`config.mk`:
```
export PLATFORM = sky130hd
export DESIGN_NAME = csa_accumulator
export DESIGN_NICKNAME = d
export VERILOG_FILES = /design/src/rtl/csa_accumulator.sv
export SDC_FILE = /design/constraint.sdc
export NUM_CORES = 1
export LEC_CHECK = 0
export CAP_MARGIN = 30
export CORE_MARGIN = 4
export CORE_UTILIZATION = 58
export CTS_CLUSTER_SIZE = 30
export DETAILED_ROUTE_END_ITERATION = 12
export PLACE_DENSITY = 0.88
export SLEW_MARGIN = 20
export SYNTH_ARGS = -nofsm -noshare
export SYNTH_HDL_FRONTEND = slang
export SYNTH_SLANG_ARGS = --single-unit
export TNS_END_PERCENT = 1
```
`constraint.sdc`:
```
create_clock -name clk -period 5.6 [get_ports clk]
set_input_delay 1.12 -clock clk [delete_from_list [all_inputs] [get_ports clk]]
set_output_delay 1.12 -clock clk [all_outputs]
set_load 0.02 [all_outputs]
```
`src/rtl/csa_accumulator.sv`:
```
// Carry-save packet accumulator: folds M operands per beat into a redundant sum/carry pair
// and resolves the packet total with one carry-propagate add before presenting it.
module csa_accumulator #(
  parameter int N     = 64,
  parameter int M     = 4,
  parameter int CNT_W = 16
) (
  input  logic             clk,
  input  logic             rst_n,
  input  logic             clear,
  input  logic             in_valid,
  output logic             in_ready,
  input  logic [M*N-1:0]   in_data,
  input  logic [M-1:0]     in_keep,
  input  logic             in_last,
  output logic             out_valid,
  input  logic             out_ready,
  output logic [N-1:0]     out_data,
  output logic [CNT_W-1:0] out_beats,
  output logic [1:0]       dbg_state_o
);

  // Handshakes: a transfer happens on a rising edge where valid && ready are both high.
  // in_ready and out_valid are decoded from the registered state only, so neither
  // depends combinationally on the partner's valid/ready.

  typedef enum logic [1:0] {
    ACC = 2'd0,
    RES = 2'd1,
    OUT = 2'd2
  } state_e;

  state_e           state_q, state_d;
  logic [N-1:0]     sum_q, sum_d;
  logic [N-1:0]     carry_q, carry_d;
  logic [N-1:0]     res_q, res_d;
  logic [CNT_W-1:0] beat_cnt_q, beat_cnt_d;

  logic             in_fire;
  logic             out_fire;

  // Compression chain: level k folds operand k into the running (s, c) pair.
  logic [N-1:0] lvl_s [0:M];
  logic [N-1:0] lvl_c [0:M];

  assign lvl_s[0] = sum_q;
  assign lvl_c[0] = carry_q;

  for (genvar k = 0; k < M; k++) begin : g_level
    logic [N-1:0] x_k;
    logic [N-1:0] maj_k;

    assign x_k           = in_keep[k] ? in_data[k*N +: N] : '0;
    assign maj_k         = (lvl_s[k] & lvl_c[k]) | (lvl_s[k] & x_k) | (lvl_c[k] & x_k);
    assign lvl_s[k+1]    = lvl_s[k] ^ lvl_c[k] ^ x_k;
    assign lvl_c[k+1]    = maj_k << 1;
  end

  assign in_ready    = (state_q == ACC);
  assign out_valid   = (state_q == OUT);
  assign out_data    = res_q;
  assign out_beats   = beat_cnt_q;
  assign dbg_state_o = state_q;

  assign in_fire  = in_valid && in_ready && !clear;
  assign out_fire = out_valid && out_ready && !clear;

  always_comb begin
    state_d    = state_q;
    sum_d      = sum_q;
    carry_d    = carry_q;
    res_d      = res_q;
    beat_cnt_d = beat_cnt_q;

    if (clear) begin
      state_d    = ACC;
      sum_d      = '0;
      carry_d    = '0;
      res_d      = '0;
      beat_cnt_d = '0;
    end else begin
      unique case (state_q)
        ACC: begin
          if (in_fire) begin
            sum_d   = lvl_s[M];
            carry_d = lvl_c[M];
            if (beat_cnt_q != {CNT_W{1'b1}}) begin
              beat_cnt_d = beat_cnt_q + CNT_W'(1);
            end
            if (in_last) begin
              state_d = RES;
            end
          end
        end
        RES: begin
          res_d   = sum_q + carry_q;
          state_d = OUT;
        end
        OUT: begin
          if (out_fire) begin
            sum_d      = '0;
            carry_d    = '0;
            beat_cnt_d = '0;
            state_d    = ACC;
          end
        end
        default: begin
          state_d = ACC;
        end
      endcase
    end
  end

  always_ff @(posedge clk) begin
    if (!rst_n) begin
      state_q    <= ACC;
      sum_q      <= '0;
      carry_q    <= '0;
      res_q      <= '0;
      beat_cnt_q <= '0;
    end else begin
      state_q    <= state_d;
      sum_q      <= sum_d;
      carry_q    <= carry_d;
      res_q      <= res_d;
      beat_cnt_q <= beat_cnt_d;
    end
  end

endmodule
```
### Word-level counts from Yosys, hierarchy flattened

Cells that the tools add are included.

* register bits: 210
* input bits: 266

* $add $sub $neg: 2
* equality and inequality tests: 7
* muxes and demuxes: 17
* bitwise operators: 29
* reduce and logical (&&, ||, !) cells: 11

Operator list (number)
* $and A63 B63 Y63: 12
* $xor A64 B64 Y64: 8
* $or A63 B63 Y63: 8
* $mux W64: 7
* $pmux W64 S2: 2
* $add A64 B64 Y64: 1
* $mux W16: 3
* $pmux W16 S2: 1
* $add A16 B1 Y16 const B: 1
* $ne A16 B16 Y1 const B: 1
* $ne A2 B1 Y1 const B: 4
* $mux W2: 3
* $pmux W2 S3: 1
* $reduce_and A3 Y1: 2
* $logic_and A1 B1 Y1: 4
* $reduce_and A4 Y1: 1
* $eq A2 B1 Y1 const B: 1
* $eq A2 B2 Y1 const B: 1
* $logic_not A2 Y1: 1
* $reduce_bool A2 Y1: 1
* $reduce_or A2 Y1: 1
* $logic_not A1 Y1: 1
* $not A1 Y1: 1

### Depth between registers and ports, before layout

Gate-level depths: netlist (run 1).

* depth in word-level cells: 15
* mapped depth: 14
* gate-level depth less buffers: 12

### Worst setup path after synthesis (run 1)

No wires, ideal clock.

* path type: input -> register
* from: input port in_keep[0]
* to: register sum_q[62]
* setup time: 128 ps
* data arrival time: 3784 ps
* data required time: 5472 ps
* path slack: 1688 ps
* cell stages on the path: 12
* path buffers: 2
* path through: clkbuf_1 -> clkbuf_1 -> nand2_1 -> fa_1 -> inv_1 -> fa_1 -> inv_1 -> fa_1 -> fa_1 -> nor2_1 -> a21oi_1 -> nor2_1

* cells in the longest elaborated chain, start to end: 14
* elaborated cells between the ends (all ways): 24
* those cells by class: 3 x mux; 21 x bitwise

RTL lines
* start: declaration: line 14 `input logic [M-1:0] in_keep,`
* $mux W64 (*): line 53 `assign x_k = in_keep[k] ? in_data[k*N +: N] : '0;`
* $and A63 B63 Y63: line 54 `assign maj_k = (lvl_s[k] & lvl_c[k]) | (lvl_s[k] & x_k) | (lvl_c[k] & x_k);`
* $or A63 B63 Y63 (2 in series): line 54
* $and A63 B63 Y63: line 54
* $or A63 B63 Y63 (2 in series): line 54
* $and A63 B63 Y63: line 54
* $or A63 B63 Y63 (2 in series): line 54
* $xor A64 B64 Y64 (*) (2 in series): line 55 `assign lvl_s[k+1] = lvl_s[k] ^ lvl_c[k] ^ x_k;`
* $mux W64 (*): line 84 `if (in_fire) begin`
* $pmux W64 S2 (*): line 82 `unique case (state_q)`
* end signal: assignment: line 123 `sum_q <= sum_d;`
* end: declaration: line 34 `logic [N-1:0] sum_q, sum_d;`

Every way passes the cells marked *; elsewhere a longest branch is shown, timed or not. The select of a mux whose other input is x is not followed.
A chain may end at the register's enable or synchronous reset.

### Worst setup path after layout (run 1)

* from: input port in_keep[0]
* to: register sum_q[17]

The elaborated chain is that of the path after synthesis.

==> summary.md, run 1 <==
| Metric | Value |
|---|---|
| Status | finished, final reports clean |
| Initial antenna violation count | 0 |
| CP top delay family | adder cells |
| Die Width | roughly 190 um |
| Mapped Cells | about 2100 |
| Slew Limit Fails | 0 |
| Final Hold Viols | 0 |
| Final setup violation count | 0 |
| Max Cap Viol | 0 |
| DR vias | 16319 |
| DR pass1 iterations | 6 |
| Setup Skew | ~0.011 ns |
| Sequential element share of the synthesized area | 0.228 |
| DR iter-0 viols | between 1000 and 1500 |
| Lkg Pwr | 9.70 nW |
| Clock tree sinks | 209 |
| Ports | 350 |
| Clock root cell | clkbuf_16 |
| CTS buffer count | 24 |
| Fin crit share | 0.720 |
| Data arrival, critical path | ~4.4 ns |
| Max incr delay on CP | roughly 0.45 ns |
| Routed wire per std cell | 18.5 um |
| Main synth FF type | dfxtp_1 |
| Distinct cells, synth | between 60 and 70 |
| Die H | around 190 um |
| Critical path depth | 11 |
| Final non-filler cell total | about 2800 |
| Minimum clock period | ~4.0 ns |
| Overall routing resource usage | 0.300 |
| Number of synthesized flops with an enable pin | 0 |
| Commonest non-fill, non-tap cells in the layout | clkdlybuf4s50_1, inv_1, fa_1, nand2_1, dfxtp_1 |
| Crit path launch type | input port |
| Clock-pin slew on the worst setup and hold paths | around 0.06 ns |
| Largest net degree at the start of global routing | 73 |
| Final wirelength | between 50000 and 60000 um |
| Initial core utilization | 0.593 |
| RSZ-0062 raised after global routing | false |
| PortBufs | about 350 |
| Max Clock Freq | 0.248 GHz |
| Async set or reset register ratio after synthesis | 0 |
| Count of state elements after synthesis | 209 |
| Layout cells sized above 1 | 0.0330 |
| Detailed Place HPWL | 41700 um |
| Total Power | 4.30 mW |
| Pwr per Cell Area | approximately 190 mW/mm^2 |
| Row cnt | between 60 and 70 |
| First-pass GRT wire length | 84800 um |
| Via density per instance | 5.79 |
| Placed Instances | 2776 |
| Worst-path cell chain | buf_2, buf_4, and2_1, fa_1, inv_1, fa_1, inv_1, fa_1, fa_1, a22oi_1, nor2_1 |
| WS Path Type | input port to flop |
| Worst Setup End Kind | flop |
| Slowest CP cell | buf_2 |
| Area delta synth->final | 24.7% |
| Fill count | about 2100 |
| Core area | 0.0309 sq mm |
| VDD IR-drop max | roughly 0.21 mV |
| Post-route DRC | 0 |
| Worst Path Max Fanout | 35 |
| Worst-Margin Slew | approximately 0.86 ns |
| Cell Area, Synth | 0.0183 sq mm |
| Most frequent CP cell | fa_1 |
| CTS HTree Levels | 1 |
| RePlAce Congestion | roughly 0.93 |
| Postcts setup bufs | 0 |
| Synth warn | 0 |
| WP buf/inv | 4 |
| CTS tree | built |
| Grt ovf | 0 |
| Fin Setup TNS | 0 ns |
| CP required | between 5 and 6 ns |
| Die Area | approximately 0.035 sq mm |
| Reg2reg path depth | 11 |
| Slew HR | 0.424 |
| Syn avg cell area | about 8.6 sq um |
| Hold_buf cts | 0 |
| N_diodes | 0 |
| Placed cell area | between 0.02 and 0.025 sq mm |
| Number of global-route vias before repair | 17116 |
| Min-delay worst type | flop to flop |
| Fin area | between 0.02 and 0.025 sq mm |
| Max Buffers Root-to-Sink | 3 |
| Post_cts resized | 0 |
| Skew-Pair Late Insertion Delay | around 0.52 ns |
| Nets@finish | 2988 |
| Mapped Nets | 2713 |
| Commonest non-fill, non-tap cell in the layout | clkdlybuf4s50_1 |
| Cells on Worst Hold Path | 2 |
| Final ANT Viol Nets | 0 |
-- where the power goes --
part | switching (mW) | leakage, nW | internal (mW) | total [mW]
combinational | 0.603 | 7.61 | 0.583 | 1.19
clock | 0.630 | 0.402 | 0.922 | 1.55
sequential | 0.0407 | 1.69 | 1.52 | 1.56
total | 1.27 | 9.70 | 3.02 | 4.30
-- cell type report --
cell class	count	area, sq um	share of cell area
Clock buffer	31	698	0.0305
Clock inverter	13	92.6	0.00405
Inverter	268	1010	0.0440
Multi-Input combinational cell	1539	12700	0.557
Sequential cell	209	4180	0.183
Tap cell	396	495	0.0217
Timing Repair Buffer	364	3650	0.160
-- flip-flops by register name, summed over array words and instances (netlist names) --
register	flops
out_beats	16
sum_q	64
dbg_state_o	2
out_data	64
carry_q	63
-- synth_stat cells, types with 2 or more instances --
cell | n | share of area
nor4_1 | 5 | 0.0017
a311oi_1 | 2 | 0.00096
buf_2 | 8 | 0.0022
a2111oi_0 | 2 | 0.00096
a211oi_1 | 13 | 0.0053
nand3b_1 | 2 | 0.00082
o31ai_1 | 3 | 0.0012
nand4_1 | 22 | 0.0075
a211o_1 | 8 | 0.0038
a22oi_1 | 122 | 0.050
o21bai_1 | 16 | 0.0065
nand3_1 | 24 | 0.0065
o21ai_1 | 20 | 0.0055
or2_2 | 2 | 0.00068
o311ai_1 | 2 | 0.00096
mux2i_1 | 4 | 0.0022
and4_1 | 5 | 0.0024
a21oi_1 | 132 | 0.036
nor2_1 | 193 | 0.039
a21o_1 | 20 | 0.0082
dfxtp_1 | 209 | 0.23
nand2b_1 | 14 | 0.0048
a21oi_2 | 3 | 0.0014
or4_1 | 3 | 0.0012
nor3_1 | 13 | 0.0035
clkbuf_1 | 106 | 0.022
a31oi_1 | 11 | 0.0038
o21ai_0 | 43 | 0.012
nand2_1 | 222 | 0.045
and3_1 | 4 | 0.0014
ha_1 | 67 | 0.046
xor2_1 | 28 | 0.013
or3_1 | 15 | 0.0051
o21a_1 | 10 | 0.0041
fa_1 | 249 | 0.27
nor4b_1 | 2 | 0.00096
o221ai_1 | 5 | 0.0024
xnor2_1 | 34 | 0.016
inv_1 | 267 | 0.055
o211ai_1 | 3 | 0.0012
nor2b_1 | 12 | 0.0041
and2_1 | 186 | 0.063
-- worst min-delay path, delay by kind of cell, from the launching register on --
family	cells	cell delay, ns
flip-flops	1	0.31
AND/OR/NAND/NOR	1	0.05
AO/OA/AOI/OAI	1	0.05
-- per-layer routing --
metal / vias to the layer above / part of all wire / GRT usage
met1: 7942 / 0.40 / 0.392
met4: 0 / 0.035 / 0.101
met2: 764 / 0.49 / 0.515
li1: 7488 / - / -
met3: 125 / 0.078 / 0.0446
met5: - / 0 / 0
-- cells by family after synthesis --
logic type	count (synthesis)	synth area share
and+or+nand+nor	726	0.190
AOI/OAI and AO/OA	431	0.153
buffers and inverters	383	0.0789
adders and majority gates	316	0.317
DFF	209	0.228
xor gates and xnor gates	62	0.0296
muxes	4	0.00218
-- through the flow --
stage           util  hold WS (ns)  setup slack, ns
2_1_floorplan      -         0.449             1.69
5_1_grt        0.740         0.466             1.43
6_report       0.740         0.452             1.57
3_5_place_dp   0.714         0.447             1.11
4_1_cts        0.740         0.454             1.61
3_3_place_gp   0.711         0.434             1.22
-- final timing paths --
| kind | from | endpoint | slack [ns] |
|---|---|---|---|
| max | in_keep[0] | sum_q[17] | 1.57 |
| min | out_data[45] | out_data[45] | 0.45 |
| max reg2reg | sum_q[2] | out_data[60] | 2.06 |
| min reg2reg | out_data[45] | out_data[45] | 0.45 |
Note: power is estimated with default switching activity, not from simulation.
==> run 2: changes to the inputs <==
- CORE_UTILIZATION: 58 -> 54
- PLACE_DENSITY: 0.88 -> 0.83
- clock period: 5.6 -> 4.17 ns (I/O delays scaled with it)
==> run 2 against run 1 <==
Combinational power is 32% higher. Cell count increased by 1.7%. Routed wire length decreased by 1.8%. Worst setup slack lost 0.89 ns. Core utilization decreased by 5.6 points. Critical path depth is 1 higher. Global-route usage shrank 2.7 points. Clock skew is essentially flat. Sequential share of layout area about the same. Worst hold slack worse by 0.011 ns.
==> summary.md, run 2 (synthesis results as in run 1) <==
| Metric | Value |
|---|---|
| Ports | 350 (unchanged) |
| WS Path Type | flop to flop (was input port to flop) |
| Clock power share | 0.366 (was 0.361) |
| Grt ovf | 0 (unchanged) |
| Fin Setup TNS | 0 ns (unchanged) |
| Skew-Pair Late Insertion Delay | 0.51 ns (was 0.52 ns) |
| Final wirelength | 51300 um (was 52200 um) |
| Die Width | 192 um (was 186 um) |
| Placed cell area | 0.0221 sq mm (about the same) |
| Pint | 4.10 mW (was 3.02 mW) |
| Worst Path Max Fanout | 4 (was 35) |
| DR vias | 16043 (was 16319) |
| Minimum clock period | 3.49 ns |
| Fin area | 0.0229 sq mm (about the same) |
| Max Buffers Root-to-Sink | 3 (unchanged) |
| Max Cap Viol | 0 (unchanged) |
| CP required | 4.54 ns (was 5.97 ns) |
| Final ANT Viol Nets | 0 (unchanged) |
| CTS tree | built (unchanged) |
| Slowest CP cell | a21oi_1 (was buf_2) |
| WP buf/inv | 0 (was 4) |
| Die H | 192 um (was 186 um) |
| Setup WS pre-CTS | 0.344 ns (was 1.11 ns) |
| Reg power frac | 0.363 (about the same) |
| Final Hold Viols | 0 (unchanged) |
| Worst Setup End Kind | flop (unchanged) |
| Area delta synth->final | 25.0% (was 24.7%) |
| RePlAce Congestion | 0.915 (was 0.926) |
| Post-route setup slack | 0.680 ns (was 1.57 ns) |
| Layout cells sized above 1 | 0.0298 (was 0.0330) |
| Initial antenna violation count | 1 (was 0) |
| Post_cts resized | 0 (unchanged) |
| RSZ-0062 raised after global routing | false (unchanged) |
| Comb power frac | 0.272 (was 0.276) |
| Hold_buf cts | 0 (unchanged) |
| Final setup violation count | 0 (unchanged) |
| VDD IR-drop max | 0.268 mV (was 0.209 mV) |
| Initial core utilization | 0.547 (was 0.593) |
| Most frequent CP cell | a21oi_1 (was fa_1) |
| Lkg Pwr | 9.68 nW (was 9.70 nW) |
| Number of global-route vias before repair | 16858 (was 17116) |
| Switching Share | 0.291 (was 0.296) |
| Commonest non-fill, non-tap cells in the layout | clkdlybuf4s50_1, inv_1, fa_1, nand2_1, dfxtp_1 (unchanged) |
| DR iter-0 viols | 1044 (was 1466) |
| Status | finished, final reports clean (unchanged) |
| Die Area | 0.0370 sq mm (was 0.0345 sq mm) |
| Worst-Margin Slew | 0.907 ns (was 0.861 ns) |
| Fill count | 2592 (was 2137) |
| Setup Skew | 0.0110 ns (was 0.0112 ns) |
| Post-route DRC | 0 (unchanged) |
| Min-delay worst type | flop to flop (unchanged) |
| Row cnt | 67 (was 64) |
| Pwr per Cell Area | 252 mW/mm^2 (was 188 mW/mm^2) |
| WHS | 0.441 ns (was 0.452 ns) |
| Core area | 0.0335 sq mm (was 0.0309 sq mm) |
| Clock-pin slew on the worst setup and hold paths | 0.06 ns (about the same) |
| First-pass GRT wire length | 82900 um (was 84800 um) |
| Via density per instance | 5.59 (was 5.79) |
| Overall routing resource usage | 0.273 (was 0.300) |
| Routed wire per std cell | 17.9 um (was 18.5 um) |
| Nets@finish | 2987 (was 2988) |
| CTS HTree Levels | 1 (unchanged) |
| Final non-filler cell total | 2868 (was 2820) |
| Crit path launch type | flop (was input port) |
| Clock root cell | clkbuf_16 (unchanged) |
| Detailed Place HPWL | 40400 um (was 41700 um) |
| Fin crit share | 0.837 |
| Slew Limit Fails | 0 (unchanged) |
| NetSw | 1.68 mW (was 1.27 mW) |
| CTS buffer count | 23 (was 24) |
| Largest net degree at the start of global routing | 123 (was 73) |
| Slew HR | 0.396 (was 0.424) |
| DR pass1 iterations | 6 (unchanged) |
| CP top delay family | compound AO/OA/AOI/OAI gates (was adder cells) |
| Worst-path cell chain | ha_1, fa_1, a21o_1, nand4_1, nand2_1, a21oi_1, o21ai_1, a31oi_1, a21oi_1, a21oi_1, o21a_1, o311ai_1 (was buf_2, buf_4, and2_1, fa_1, inv_1, fa_1, inv_1, fa_1, fa_1, a22oi_1, nor2_1) |
| Clock tree sinks | 209 (unchanged) |
| Max Clock Freq | 0.287 GHz |
| Max incr delay on CP | 0.42 ns (was 0.45 ns) |
| Placed Instances | 2828 (was 2776) |
| PortBufs | 349 (unchanged) |
| Data arrival, critical path | 3.86 ns (was 4.41 ns) |
| Postcts setup bufs | 0 (unchanged) |
| Commonest non-fill, non-tap cell in the layout | clkdlybuf4s50_1 (unchanged) |
## run 2: power groups by stage
stage                     Sequential (mW)  Combinational, mW  Clock (mW)
after CTS                            2.10               1.59        2.14
after global routing                 2.10               1.79        2.21
after detailed placement             2.14               1.58           0
after global placement               2.14               1.49           0
final                                2.09               1.57        2.11
after floorplan                      2.12               1.01           0
## run 2: metrics by stage
step	util	total power, mW
final	0.684	5.78
after global routing	0.684	6.11
after CTS	0.684	5.83
after detailed placement	0.661	3.71
after global placement	0.660	3.63
after floorplan	-	3.13
## run 2: layout make-up
| cell class | count | area (sq um) | area share |
|---|---|---|---|
| multi-input combinational | 1539 | 12700 | 0.556 |
| sequential | 209 | 4180 | 0.183 |
| timing repair buffer | 364 | 3660 | 0.159 |
| inverter | 268 | 1010 | 0.0439 |
| clock buffer | 32 | 659 | 0.0288 |
| tap | 448 | 561 | 0.0245 |
| clock inverter | 7 | 114 | 0.00497 |
| antenna | 1 | 2.50 | 0.000109 |
## run 2: path summary, 6_finish.rpt
kind              depth (start not counted)      endpoint    startpoint  slack [ns]
hold reg to reg                           2  out_data[30]  out_data[30]        0.44
setup / recovery                         12  out_data[61]    carry_q[1]        0.68
hold / removal                            2  out_data[30]  out_data[30]        0.44
setup reg to reg                         12  out_data[61]    carry_q[1]        0.68
## run 2: metal layers
metal  up-vias  routed length [um]  global-route usage
met4         0                1860              0.0891
met1      7851               20900               0.351
met3       114                3520              0.0423
met5         -                   0                   0
met2       604               25000               0.474
li1       7474                   -                   -
## run 2: tightest hold or removal path: stages (launching register included)
cell and delay (ns):
dfxtp_1 0.31, nand2_1 0.05, o21ai_1 0.05
==> run 3: changes to the inputs <==
- CORE_UTILIZATION: 54 -> 49
- PLACE_DENSITY: 0.83 -> 0.79
- clock period: 4.17 -> 3.2 ns (I/O delays scaled with it)
==> run 3 against run 2 <==
Worst hold slack improved by 0.0086 ns. Core utilization is 4.4 points lower. Count of clock-buffer cells in the layout is 4 higher. Die area increased by 9.8%. Non-clock buffer count up 40. Combinational power grew 33%. Clock power increased by 36%. Routed wire length increased by 2.4%. Via count rose by 0.24%. Clock skew fell by 0.00078 ns. Critical path type unchanged.
==> summary.md, run 3 (synthesis results as in run 1) <==
| Metric | Value |
|---|---|
| Max Clock Freq | 0.320 GHz (was 0.287 GHz) |
| Most frequent CP cell | nand4_1 (was a21oi_1) |
| Reg2Reg Launch Point | carry_q[1] (unchanged) |
| Skew-Pair Late Insertion Delay | 0.52 ns (was 0.51 ns) |
| Row cnt | 70 (was 67) |
| Area delta synth->final | 28.2% (was 25.0%) |
| Min-delay src | out_data[50] (was out_data[30]) |
| Die Area | 0.0406 sq mm (was 0.0370 sq mm) |
| Commonest non-fill, non-tap cells in the layout | clkdlybuf4s50_1, inv_1, fa_1, nand2_1, dfxtp_1 (unchanged) |
| Commonest non-fill, non-tap cell in the layout | clkdlybuf4s50_1 (unchanged) |
| Min-delay worst type | flop to flop (unchanged) |
| Slew Limit Fails | 0 (unchanged) |
| Slew HR | 0.419 (was 0.396) |
| CTS HTree Levels | 1 (unchanged) |
| Pwr per Cell Area | 327 mW/mm^2 (was 252 mW/mm^2) |
| Max Cap Viol | 0 (unchanged) |
| Die H | 201 um (was 192 um) |
| Worst Path Max Fanout | 3 (was 4) |
| Initial core utilization | 0.499 (was 0.547) |
| Core area | 0.0368 sq mm (was 0.0335 sq mm) |
| Routed wire per std cell | 17.9 um (about the same) |
| RSZ-0062 raised after global routing | true (was false) |
| Clock-pin slew on the worst setup and hold paths | 0.06 ns (about the same) |
| First-pass GRT wire length | 86600 um (was 82900 um) |
| Final non-filler cell total | 2933 (was 2868) |
| Max incr delay on CP | 0.36 ns (was 0.42 ns) |
| RePlAce Congestion | 0.933 (was 0.915) |
| Layout cells sized above 1 | 0.0572 (was 0.0298) |
| Clock root cell | clkbuf_16 (unchanged) |
| Hold_buf cts | 0 (unchanged) |
| Reg2reg path depth | 13 (was 12) |
| Status | finished, final reports clean (unchanged) |
| VDD IR-drop max | 0.336 mV (was 0.268 mV) |
| Setup WS pre-CTS | -0.410 ns (was 0.344 ns) |
| Worst-path cell chain | ha_2, fa_2, a21o_1, nand4_1, nand4_1, a211oi_2, buf_4, o21ai_2, a21oi_4, o211ai_1, a21oi_2, xor2_1, o21ai_1 (was ha_1, fa_1, a21o_1, nand4_1, nand2_1, a21oi_1, o21ai_1, a31oi_1, a21oi_1, a21oi_1, o21a_1, o311ai_1) |
| Post-route setup slack | 0.0747 ns (was 0.680 ns) |
| Worst-Margin Slew | 0.868 ns (was 0.907 ns) |
| Cells on Worst Hold Path | 2 (unchanged) |
| Nets@finish | 3028 (was 2987) |
| Ports | 350 (unchanged) |
| Minimum clock period | 3.13 ns (was 3.49 ns) |
| CTS tree | built (unchanged) |
| CP required | 3.60 ns (was 4.54 ns) |
| Largest net degree at the start of global routing | 91 (was 123) |
| Final ANT Viol Nets | 0 (unchanged) |
| Setup Skew | 0.0102 ns (was 0.0110 ns) |
| PortBufs | 349 (unchanged) |
| Final setup violation count | 0 (unchanged) |
| Number of global-route vias before repair | 17171 (was 16858) |
| Hold Crit Endpoint | out_data[50] (was out_data[30]) |
| Core Util, Final | 0.639 (was 0.684) |
| Placed Instances | 2884 (was 2828) |
| Lkg Pwr | 9.94 nW (was 9.68 nW) |
| CTS buffer count | 24 (was 23) |
| Initial antenna violation count | 3 (was 1) |
| DR pass1 iterations | 7 (was 6) |
| Slowest CP cell | a211oi_2 (was a21oi_1) |
| Via density per instance | 5.48 (was 5.59) |
| Multi-input logic area | 0.0129 sq mm (was 0.0127 sq mm) |
| Final wirelength | 52500 um (was 51300 um) |
| Fin crit share | 0.977 (was 0.837) |
| Overall routing resource usage | 0.254 (was 0.273) |
| Die Width | 201 um (was 192 um) |
| Grt ovf | 0 (unchanged) |
| DR iter-0 viols | 1050 (was 1044) |
| Max Buffers Root-to-Sink | 3 (unchanged) |
| DR vias | 16082 (was 16043) |
| Worst Setup End Kind | flop (unchanged) |
| Final Hold Viols | 0 (unchanged) |
| Detailed Place HPWL | 41700 um (was 40400 um) |
| Total Power | 7.70 mW (was 5.78 mW) |
| Clock tree sinks | 209 (unchanged) |
| Reg-to-reg endpoint | out_data[51] (was out_data[61]) |
| R2R setup slack | 0.07 ns (was 0.68 ns) |
| FF+latch area | 0.00419 sq mm (was 0.00418 sq mm) |
| WS Path Type | flop to flop (unchanged) |
| Post-route DRC | 0 (unchanged) |
| Crit path launch type | flop (unchanged) |
| Fill count | 3037 (was 2592) |
| Data arrival, critical path | 3.52 ns (was 3.86 ns) |
[run 3: through the flow]
step	hold slack (ns)	TNS (ns)	cell area [sq um]
floorplan	0.449	-6.36	18400
global placement	0.434	-33.48	22500
detailed placement	0.440	-39.47	22500
CTS	0.448	-0.0554	23400
global route	0.460	-0.303	23500
finish	0.449	0	23500
[run 3: timing repair]
action / 4_1_cts / 5_1_grt
setup endpoints to repair: 8 / 20
pin swaps: 0 / 9
resized for setup: 4 / 28
buffers inserted: 0 / 4
[run 3: final cells by class]
| type | instances | share of cell area |
|---|---|---|
| inverter | 268 | 0.0428 |
| clock buffer | 36 | 0.0313 |
| sequential | 209 | 0.178 |
| multi-input combinational | 1539 | 0.548 |
| timing repair buffer | 404 | 0.171 |
| antenna | 2 | 0.000213 |
| tap | 468 | 0.0249 |
| clock inverter | 7 | 0.00436 |
[run 3: power breakdown]
group	internal [mW]	total (mW)	switching [mW]
registers	2.66	2.73	0.0684
logic	1.04	2.09	1.04
clock network	1.75	2.88	1.13
total	5.45	7.70	2.24
[run 3: worst max-delay path by stage]
| stage | slack [ns] | depth (start not counted) | from | to |
|---|---|---|---|---|
| finish | 0.07 | 13 | carry_q[1] | out_data[51] |
| global route | -0.10 | 11 | carry_q[23] | out_data[62] |
| CTS | -0.02 | 13 | carry_q[1] | out_data[51] |
| detailed placement | -0.41 | 10 | in_data[60] | sum_q[60] |
| global placement | -0.35 | 11 | in_data[62] | sum_q[62] |
| floorplan | -0.11 | 11 | in_keep[0] | sum_q[59] |
[run 3: worst max-delay path, delay by kind of cell, from the launching register on]
kind | cells | cell delay, ns
compound gates | 7 | 1.37
xor+xnor | 1 | 0.20
fa+ha+maj | 2 | 0.54
buf+inv | 1 | 0.17
flops | 1 | 0.33
simple gates | 2 | 0.37
[run 3: layer usage]
| metal | global-route usage | vias to the layer above | part of all wire |
|---|---|---|---|
| met3 | 0.0446 | 82 | 0.063 |
| met2 | 0.440 | 525 | 0.49 |
| li1 | - | 7555 | - |
| met1 | 0.335 | 7918 | 0.43 |
| met5 | 0 | - | 0.00021 |
| met4 | 0.0591 | 2 | 0.023 |
